[config.mk]
export PLATFORM = sky130hd
export DESIGN_NAME = rdata_return
export DESIGN_NICKNAME = d
export VERILOG_FILES = /design/src/rtl/rdata_return_pkg.sv /design/src/rtl/rdata_fifo.sv /design/src/rtl/rdata_return.sv
export SDC_FILE = /design/constraint.sdc
export NUM_CORES = 1
export LEC_CHECK = 0
export BUFFER_PORTS_ARGS = -buffer_cell sky130_fd_sc_hd__buf_2
export CAP_MARGIN = 20
export CORE_MARGIN = 3
export CORE_UTILIZATION = 50
export CTS_CLUSTER_DIAMETER = 40
export DETAILED_ROUTE_END_ITERATION = 10
export PLACE_DENSITY = 0.72
export RECOVER_POWER = 50
export SLEW_MARGIN = 10
export SYNTH_ARGS = -nofsm -noshare
export SYNTH_HDL_FRONTEND = slang
export SYNTH_SLANG_ARGS = --single-unit
[constraint.sdc]
create_clock -name pll_clock -period 2.4 [get_ports pll_clock]
set_clock_uncertainty 0.2 [all_clocks]
set_input_delay 0.6 -clock pll_clock [delete_from_list [all_inputs] [get_ports pll_clock]]
set_output_delay 0.6 -clock pll_clock [all_outputs]
set_load 0.01 [all_outputs]
[src/rtl/rdata_return_pkg.sv]
// ---------------------------------------------------------------------------
// rdata_return_pkg
// Shared constants and helpers for the read-data return path.
//   RD_LATENCY_MAX : upper bound on the RAM read latency the return path
//                    tracks (sizes the in-flight credit arithmetic).
//   ptr_width()    : log2 of a power-of-two FIFO depth (pointer width).
// ---------------------------------------------------------------------------
package rdata_return_pkg;

    localparam int RD_LATENCY_MAX = 8;

    // Smallest w with 2**w >= depth; exact log2 for power-of-two depths.
    function automatic int ptr_width(input int depth);
        int w;
        w = 0;
        while ((1 << w) < depth) begin
            w = w + 1;
        end
        return w;
    endfunction

endpackage

[src/rtl/rdata_fifo.sv]
// ---------------------------------------------------------------------------
// rdata_fifo
// Return-data FIFO: storage, read/write pointers and occupancy count.
// Overflow is prevented upstream by the credit logic, and pop is only
// issued while non-empty, so neither condition is checked here.
// Ports:
//   pll_clock : clock (rising edge)
//   reset_n   : asynchronous active-low reset; clears storage, pointers, count
//   push      : write din at the tail
//   pop       : advance the head
//   din       : write data
//   dout      : head entry (combinational from storage)
//   count     : number of stored entries (log2(DEPTH)+1 bits)
// ---------------------------------------------------------------------------
module rdata_fifo
    import rdata_return_pkg::*;
#(
    parameter int WIDTH = 32,
    parameter int DEPTH = 4,
    localparam int PW   = ptr_width(DEPTH)
) (
    input  logic             pll_clock,
    input  logic             reset_n,
    input  logic             push,
    input  logic             pop,
    input  logic [WIDTH-1:0] din,
    output logic [WIDTH-1:0] dout,
    output logic [PW:0]      count
);

    logic [WIDTH-1:0] r_mem [DEPTH];
    logic [PW-1:0]    r_wr_ptr;
    logic [PW-1:0]    r_rd_ptr;
    logic [PW:0]      r_count;

    // Storage is reset too so the head reads zero out of reset.
    always_ff @(posedge pll_clock or negedge reset_n) begin
        if (!reset_n) begin
            for (int i = 0; i < DEPTH; i++) begin
                r_mem[i] <= '0;
            end
            r_wr_ptr <= '0;
            r_rd_ptr <= '0;
            r_count  <= '0;
        end else begin
            if (push) begin
                r_mem[r_wr_ptr] <= din;
                r_wr_ptr        <= r_wr_ptr + PW'(1);
            end
            if (pop) begin
                r_rd_ptr <= r_rd_ptr + PW'(1);
            end
            // Simultaneous push and pop leave the count unchanged.
            if (push && !pop) begin
                r_count <= r_count + (PW+1)'(1);
            end else if (!push && pop) begin
                r_count <= r_count - (PW+1)'(1);
            end
        end
    end

    assign dout  = r_mem[r_rd_ptr];
    assign count = r_count;

endmodule

[src/rtl/rdata_return.sv]
// ---------------------------------------------------------------------------
// rdata_return
// Read-data return path. Tracks accepted read requests through the fixed
// RAM read latency, captures the returned word into a small FIFO and hands
// it to the consumer with a valid/ready handshake. A credit scheme (buffered
// plus in-flight words against DEPTH) drives busy so no returned word is
// ever lost.
// Optional feature macro: RDATA_RETURN_ADDR_ECHO_EN -- carries the request
// address alongside the data and presents it on addr_out.
// Ports:
//   pll_clock  : clock (rising edge)
//   reset_n    : asynchronous active-low reset
//   e_in       : read request strobe
//   addr_in    : request address (used only with the echo feature)
//   busy       : new request cannot be accepted
//   ram_rdata  : RAM read data, valid RD_LATENCY cycles after an accept
//   rdata_out  : FIFO head data
//   rvalid_out : FIFO non-empty
//   rready_in  : consumer ready
//   addr_out   : address matching rdata_out (echo feature only)
//   drop_err   : sticky, set when e_in arrives while busy
// ---------------------------------------------------------------------------
module rdata_return
    import rdata_return_pkg::*;
#(
    parameter int ADDR_WIDTH = 11,
    parameter int DATA_WIDTH = 32,
    parameter int RD_LATENCY = 2,
    parameter int DEPTH      = 4
) (
    input  logic                  pll_clock,
    input  logic                  reset_n,
    input  logic                  e_in,
    input  logic [ADDR_WIDTH-1:0] addr_in,
    output logic                  busy,
    input  logic [DATA_WIDTH-1:0] ram_rdata,
    output logic [DATA_WIDTH-1:0] rdata_out,
    output logic                  rvalid_out,
    input  logic                  rready_in,
`ifdef RDATA_RETURN_ADDR_ECHO_EN
    output logic [ADDR_WIDTH-1:0] addr_out,
`endif
    output logic                  drop_err
);

    localparam int PW    = ptr_width(DEPTH);
    // Wide enough for DEPTH buffered plus RD_LATENCY_MAX in-flight words.
    localparam int SUM_W = PW + 5;
`ifdef RDATA_RETURN_ADDR_ECHO_EN
    localparam int FW    = DATA_WIDTH + ADDR_WIDTH;
`else
    localparam int FW    = DATA_WIDTH;
`endif

    logic [RD_LATENCY-1:0] r_vld_pipe;
    logic                  r_drop_err;
    logic                  w_accept;
    logic                  w_push;
    logic                  w_pop;
    logic [PW:0]           w_count;
    logic [SUM_W-1:0]      w_credit_used;
    logic [FW-1:0]         w_fifo_din;
    logic [FW-1:0]         w_fifo_dout;

    assign w_accept = e_in & ~busy;
    assign w_push   = r_vld_pipe[RD_LATENCY-1];
    assign w_pop    = rvalid_out & rready_in;

    // Credits in use = buffered words + requests still in the RAM pipeline.
    // Built only from registers, so a same-cycle pop frees its credit one
    // cycle later.
    always_comb begin
        w_credit_used = SUM_W'(w_count);
        for (int i = 0; i < RD_LATENCY; i++) begin
            w_credit_used = w_credit_used + SUM_W'(r_vld_pipe[i]);
        end
    end

    assign busy = (w_credit_used >= SUM_W'(DEPTH));

    always_ff @(posedge pll_clock or negedge reset_n) begin
        if (!reset_n) begin
            r_vld_pipe <= '0;
            r_drop_err <= 1'b0;
        end else begin
            r_vld_pipe[0] <= w_accept;
            for (int i = 1; i < RD_LATENCY; i++) begin
                r_vld_pipe[i] <= r_vld_pipe[i-1];
            end
            if (e_in && busy) begin
                r_drop_err <= 1'b1;
            end
        end
    end

    assign drop_err = r_drop_err;

`ifdef RDATA_RETURN_ADDR_ECHO_EN
    // Address shadow of the valid pipeline; contents only matter where the
    // matching valid bit is set, so it needs no reset.
    logic [ADDR_WIDTH-1:0] r_addr_pipe [RD_LATENCY];

    always_ff @(posedge pll_clock) begin
        r_addr_pipe[0] <= addr_in;
        for (int i = 1; i < RD_LATENCY; i++) begin
            r_addr_pipe[i] <= r_addr_pipe[i-1];
        end
    end

    assign w_fifo_din = {r_addr_pipe[RD_LATENCY-1], ram_rdata};
    assign addr_out   = w_fifo_dout[DATA_WIDTH +: ADDR_WIDTH];
`else
    logic w_unused_addr;
    assign w_unused_addr = ^addr_in;
    assign w_fifo_din    = ram_rdata;
`endif

    rdata_fifo #(
        .WIDTH (FW),
        .DEPTH (DEPTH)
    ) u_fifo (
        .pll_clock (pll_clock),
        .reset_n   (reset_n),
        .push      (w_push),
        .pop       (w_pop),
        .din       (w_fifo_din),
        .dout      (w_fifo_dout),
        .count     (w_count)
    );

    assign rdata_out  = w_fifo_dout[DATA_WIDTH-1:0];
    assign rvalid_out = (w_count != '0);

endmodule

==> results of run 1 <==
layout by cell type, fill, tap and decap left out, drive strengths merged:
cell type,Yosys,routed
a21o,3,3
buf,21,79
bufinv,0,3
clkbuf,0,30
clkinv,0,5
dfrtp,138,138
dlygate4sd3,0,1
fa,1,1
ha,6,6
inv,4,4
mux2,129,129
mux4,32,32
nand2,6,6
nand3,1,1
nor2,2,2
o21ai,1,1
or3,1,1
xnor2,3,3
xor2,3,3
report_power, final:
group / total [mW] / internal (mW) / switching, mW
registers: 4.12 / 3.53 / 0.590
clock network: 2.66 / 1.73 / 0.926
logic: 4.83 / 2.98 / 1.85
total: 11.6 / 8.24 / 3.37
worst max-delay path: cells and delay by family, from the launching register on:
kind	cells	cell delay (ns)
buffers and inverters	3	0.45
flip-flops	1	0.38
multiplexers	1	0.49
through the flow:
step                      cells  power (mW)
final                       591        11.6
after global routing        591        12.4
after CTS                   587        11.4
after detailed placement    553        8.46
after global placement      553        8.25
after floorplan             351        7.20
registers in the layout, indices dropped and copies added, names as in the netlist:
register / cells
u_fifo.r_mem: 128
u_fifo.count: 3
r_vld_pipe: 2
u_fifo.r_rd_ptr: 2
u_fifo.r_wr_ptr: 2
drop_err: 1
cells by family (layout without fill, tap and decap cells):
logic type | count (synthesis) | count (layout) | share of synthesized area
buffers and inverters | 25 | 122 | 0.0406
adder cells (fa/ha/maj) | 7 | 7 | 0.0155
flip-flops | 138 | 138 | 0.563
AO/OA/AOI/OAI | 4 | 4 | 0.00448
AND/OR/NAND/NOR | 10 | 10 | 0.0116
multiplexers | 161 | 161 | 0.357
XOR/XNOR | 6 | 6 | 0.00856
how the worst max path moves through the flow:
stage,startpoint,endpoint,depth (start not counted),slack [ns]
6_report,u_fifo.r_rd_ptr[0]$_DFFE_PN0P_,rdata_out[6],4,-0.15
5_1_grt,u_fifo.r_rd_ptr[0]$_DFFE_PN0P_,rdata_out[19],4,-0.22
3_5_place_dp,u_fifo.count[1]$_DFFE_PN0P_,u_fifo.count[2]$_DFFE_PN0P_,8,0.13
4_1_cts,u_fifo.r_rd_ptr[0]$_DFFE_PN0P_,rdata_out[5],3,-0.19
2_1_floorplan,u_fifo.count[0]$_DFFE_PN0P_,u_fifo.count[2]$_DFFE_PN0P_,8,0.14
3_3_place_gp,u_fifo.count[1]$_DFFE_PN0P_,u_fifo.count[2]$_DFFE_PN0P_,8,0.16
routing by layer:
metal / track usage / up-vias / part of all wire
met5: 0 / - / 0
met4: 0.0757 / 0 / 0.017
met3: 0.0612 / 16 / 0.051
met2: 0.312 / 66 / 0.52
met1: 0.226 / 1778 / 0.42
li1: - / 1466 / -
area by class of cell:
| cell class | count | area [um2] |
|---|---|---|
| Inverter | 4 | 15.0 |
| Fill cell | 902 | 4350 |
| Clock inverter | 8 | 115 |
| Multi-Input combinational cell | 188 | 2420 |
| Sequential cell | 138 | 3460 |
| Timing Repair Buffer | 86 | 684 |
| Clock buffer | 24 | 492 |
| Tap cell | 143 | 179 |
what timing repair did:
| item | 4_1_cts | 5_1_grt |
|---|---|---|
| hold buffers | 1 | 0 |
| resized for setup | 12 | 16 |
| buffers inserted | 2 | 2 |
| pin swaps | 2 | 2 |
| hold endpoints to repair | 33 | 0 |
| endpoints found under the setup margin | 33 | 34 |
| cloned | 0 | 2 |
==> results.toml, run 1 <==
[outcome]
status = "finished, violations left"
violations = "negative setup slack"

[yosys]
synth_edf_count = 0
yosysWarnings = 0
netlist_area_um2 = 6140
syn_inst = 351
seq_area_frac_synth = 0.563
synth.most_common_cell = "dfrtp_1"
yosys-top-cells-area = "dfrtp_1 56%, mux2_2 19%, mux4_2 10%"
synth-seq-cells = 138
ys.flop_type = "dfrtp_1"
synth_area_leader_cell = "dfrtp_1"
ys_top_cells_by_count = "138 x dfrtp_1, 106 x mux2_2, 28 x mux4_2"
synth_top_cell_area_share = 0.563
yosysUniqueCellTypes = 21
syn-num-nets = 405
synthArstFlopShare = 1.00
syn_area_per_cell_um2 = 17.5

[setup_path]
r2r_cells = 7
crit_arrival_ns = 1.75
worst_path_max_delay_cell = "mux4_2"
r2r_end = "u_fifo.count[2]$_DFFE_PN0P_"
slowest_delay_ns = 0.49
crit_chain = "buf_4 > clkbuf_16 > mux4_2 > buf_2"
r2r_slack_ns = 0.06
crit_fanout = 8
path_class = "reg -> out"
required_ns = 1.60
end_kind = "output pin"
cp-start-kind = "register"
r2r-start = "r_vld_pipe[1]$_DFF_PN0_"

[final_layout]
syn_to_final_growth_pct = 20.0
nets = 489
post-route-util = 0.629
drive_above_1_share = 0.578
design_area_um2 = 7370
diodes = 0

[floorplan]
initial_core_util = 0.524
rows = 39
core-area_um2 = 11700
die_area_um2 = 13600
num_io_pins = 82
die_w_um = 117
die_h_um = 117

[cts]
clkTransAtPathRegs_ns = 0.06
clock-sinks = 138
numCtsBuffers = 17
cts_buffer_depth = 2
cts_tree = "built"
h-tree-depth = 4
insertion_delay_ns = 0.42
cts-root-buf = "clkbuf_16"

[sta]
finalHoldViolCount = 0
rsz0062_at_grt = "true"
finalSetupTns_ns = -4.03
report.final.slew_viol_count = 0
layout_setup_ws_ns = -0.154
setup_viol = 31
period_share = 1.06
period_needed_ns = 2.55
whs_ns = 0.172
fmax_mhz = 392
worst_pin_slew_ns = 0.929
slew_headroom = 0.381

[hold_path]
hold_depth = 0
min_from = "r_vld_pipe[0]$_DFF_PN0_"
whs_endpoint = "r_vld_pipe[1]$_DFF_PN0_"
hp-class = "reg -> reg"

[power_and_ir_drop]
leakage_nw = 3.25
ir_worst_vdd_v = 0.000778
power.density_nw_per_um2 = 1580

[detailed_routing]
drtIter0Drc = 154
vias = 3326
avgViaCountPerCell = 5.63
drc = 0
wl_per_cell_um = 19.6
drt_wl_total_um = 11600
ant_nets = 0
dr.pass1.iters = 4

[placement]
place_ws_ns = 0.128
globalplace.congestion = 0.662
io_buffers = 70
dp_hpwl_um = 7030
place_area_um2 = 6590

[global_routing]
grt_pass1_wl_um = 18700
grt_usage = 0.187
overflow = 0
grt_pass1_vias = 3631
antenna_found_initial = 0
grt_max_degree = 49

[job]
drv_cap = 0
(Power assumes the default switching activity.)
==> run 2: changes to the inputs <==
--- a/config.mk
+++ b/config.mk
@@ -16,4 +16,5 @@
 export SLEW_MARGIN = 10
 export SYNTH_ARGS = -nofsm -noshare
 export SYNTH_HDL_FRONTEND = slang
+export SYNTH_HIERARCHICAL = 1
 export SYNTH_SLANG_ARGS = --single-unit
==> run 2 against run 1 <==
  * The flow still finishes with violations (negative setup slack)
  * Die area up 0.40%
  * Hold slack improved by 0.012 ns
  * Critical path type unchanged
  * Power is 2.2% lower
  * Sequential cell count unchanged
  * Core utilization down 0.37 points
  * Highest routed layer is now met5
==> results.toml, run 2 <==
[sta]
period_share = 1.05
rsz0062_at_grt = "true"
finalHoldViolCount = 0
setup_viol = 33
report.final.slew_viol_count = 0
layout_setup_ws_ns = -0.123
finalSetupTns_ns = -2.96
period_needed_ns = 2.52
worst_pin_slew_ns = 0.888
fmax_mhz = 396
slew_headroom = 0.408

[yosys]
yosysWarnings = 6
syn_area_per_cell_um2 = 17.5
netlist_area_um2 = 6160
synth-simple-area-share = 0.0124
synthArstFlopShare = 1.00
syn-num-nets = 407
syn_inst = 353
synth_top_family_by_area = "multiplexers"
synth_mux_area_frac = 0.355
synth_edf_count = 0
synth_compound_area_frac = 0.00751
synth_xor_xnor_area_share = 0.00853
seq_area_frac_synth = 0.560
yosys-top-cells-area = "dfrtp_1 56%, mux2_2 17%, mux4_2 10%"
synth_top_cell_area_share = 0.560
synth_adder_area_share = 0.0154
yosysUniqueCellTypes = 25
synth.most_common_cell = "dfrtp_1"
synth-seq-cells = 138
ys.flop_type = "dfrtp_1"
synth_area_leader_cell = "dfrtp_1"
ys_top_cells_by_count = "138 x dfrtp_1, 94 x mux2_2, 35 x mux2_1"

[placement]
dp.cells = 556
dp_hpwl_um = 7110
io_buffers = 70
globalplace.congestion = 0.681

[floorplan]
die_area_um2 = 13700
die_w_um = 117
initial_core_util = 0.526
rows = 39
die_h_um = 117
num_io_pins = 82
core-area_um2 = 11700

[global_routing]
grt_pass1_vias = 3758
grt_usage = 0.191
antenna_found_initial = 1
grt_pass1_wl_um = 19300
overflow = 0
grt_max_degree = 67

[detailed_routing]
drt_wl_total_um = 11700
ant_nets = 0
wl_per_cell_um = 19.7
vias = 3365
dr.pass1.iters = 4
drc = 0
drtIter0Drc = 259
avgViaCountPerCell = 5.65

[setup_path]
crit_arrival_ns = 1.72
cp-start-kind = "register"
r2r_slack_ns = 0.03
crit_fanout = 17
path_class = "reg -> out"
required_ns = 1.60
end_kind = "output pin"

[power_and_ir_drop]
power.density_nw_per_um2 = 1550
seqPwrFrac = 0.362
switching_share = 0.299
leakage_nw = 3.21
combPwrFrac = 0.423
clkPwrFrac = 0.215
p_switching_mw = 3.40
ir_worst_vdd_v = 0.000908
p_int_mw = 7.96
p_total_mw = 11.4

[final_layout]
fin_cells = 596
nets = 494
final_common_cell = "dfrtp_1"
drive_above_1_share = 0.567
top_register = "u_fifo/r_mem"
syn_to_final_growth_pct = 18.8
largest_reg_flops = 128
layout_common_cells = "136 x dfrtp_1, 94 x mux2_2, 50 x buf_2, 35 x mux2_1, 32 x mux4_2"
diodes = 0

[cts]
numCtsBuffers = 17
insertion_delay_ns = 0.41
clock-sinks = 138
cts-root-buf = "clkbuf_16"
h-tree-depth = 4
clkTransAtPathRegs_ns = 0.06
cts_tree = "built"
cts_buffer_depth = 2

[hold_path]
hp-class = "reg -> reg"

[job]
drv_cap = 0

[outcome]
violations = "negative setup slack"
status = "finished, violations left"
run 2: power by group through the flow:
| stage | Combinational [mW] | Sequential, mW | Clock (mW) |
|---|---|---|---|
| floorplan | 3.25 | 3.94 | 0 |
| detailed placement | 4.32 | 4.14 | 0 |
| global placement | 4.19 | 4.03 | 0 |
| global route | 5.20 | 4.26 | 2.59 |
| CTS | 4.90 | 4.12 | 2.49 |
| finish | 4.80 | 4.12 | 2.44 |
run 2: cell families after synthesis:
kind of cell / after synthesis
AOI/OAI and AO/OA: 6
buffers and inverters: 26
adders and majority gates: 7
muxes: 161
and+or+nand+nor: 9
DFF: 138
xor gates and xnor gates: 6
run 2: through the flow:
step | hold slack (ns) | util | worst slack, ns | cell area [um2]
after floorplan | 0.104 | - | 0.138 | 6160
after global placement | 0.156 | 0.566 | 0.150 | 6630
after detailed placement | 0.171 | 0.566 | 0.0825 | 6630
after CTS | 0.183 | 0.630 | -0.190 | 7370
after global routing | 0.190 | 0.625 | -0.200 | 7320
final | 0.185 | 0.625 | -0.123 | 7320
run 2: metal layers:
metal	vias to the layer above	part of all wire	track usage	routed length [um]
li1	1484	-	-	-
met2	73	0.51	0.307	5960
met3	20	0.054	0.0684	634
met1	1786	0.42	0.244	4940
met4	2	0.015	0.0596	174
met5	-	0.0012	0	14
run 2: path summary, 6_finish.rpt:
check | start | endpoint | depth (start not counted)
min in group asynchronous | reset_n | u_fifo/r_mem[119]$_DFFE_PN0P_ | 2
max in group asynchronous | reset_n | u_fifo/r_mem[33]$_DFFE_PN0P_ | 3
setup / recovery | u_fifo/r_rd_ptr[0]$_DFFE_PN0P_ | rdata_out[14] | 3
setup reg to reg | u_fifo/count[0]$_DFFE_PN0P_ | u_fifo/count[2]$_DFFE_PN0P_ | 10
hold reg to reg | r_vld_pipe[0]$_DFF_PN0_ | r_vld_pipe[1]$_DFF_PN0_ | 0
hold / removal | r_vld_pipe[0]$_DFF_PN0_ | r_vld_pipe[1]$_DFF_PN0_ | 0
run 2: critical path: stages (launching register included):
cell     delay (ns)
dfrtp_2        0.41
buf_12         0.20
mux4_2         0.55
buf_6          0.14
run 2: final cells by class:
cell class | count | area, um2
clock buffer | 25 | 495
clock inverter | 7 | 65.1
sequential | 138 | 3460
multi-input combinational | 189 | 2470
timing repair buffer | 89 | 639
tap | 143 | 179
inverter | 5 | 18.8
fill | 872 | 4390
run 2: repair_timing:
action | CTS | global route
hold buffers | 1 | 0
hold endpoints to repair | 5 | 0
setup buffers | 6 | 2
endpoints found under the setup margin | 33 | 35
pin swaps | 2 | 5
gates resized for setup | 24 | 11
cloned | 1 | 0
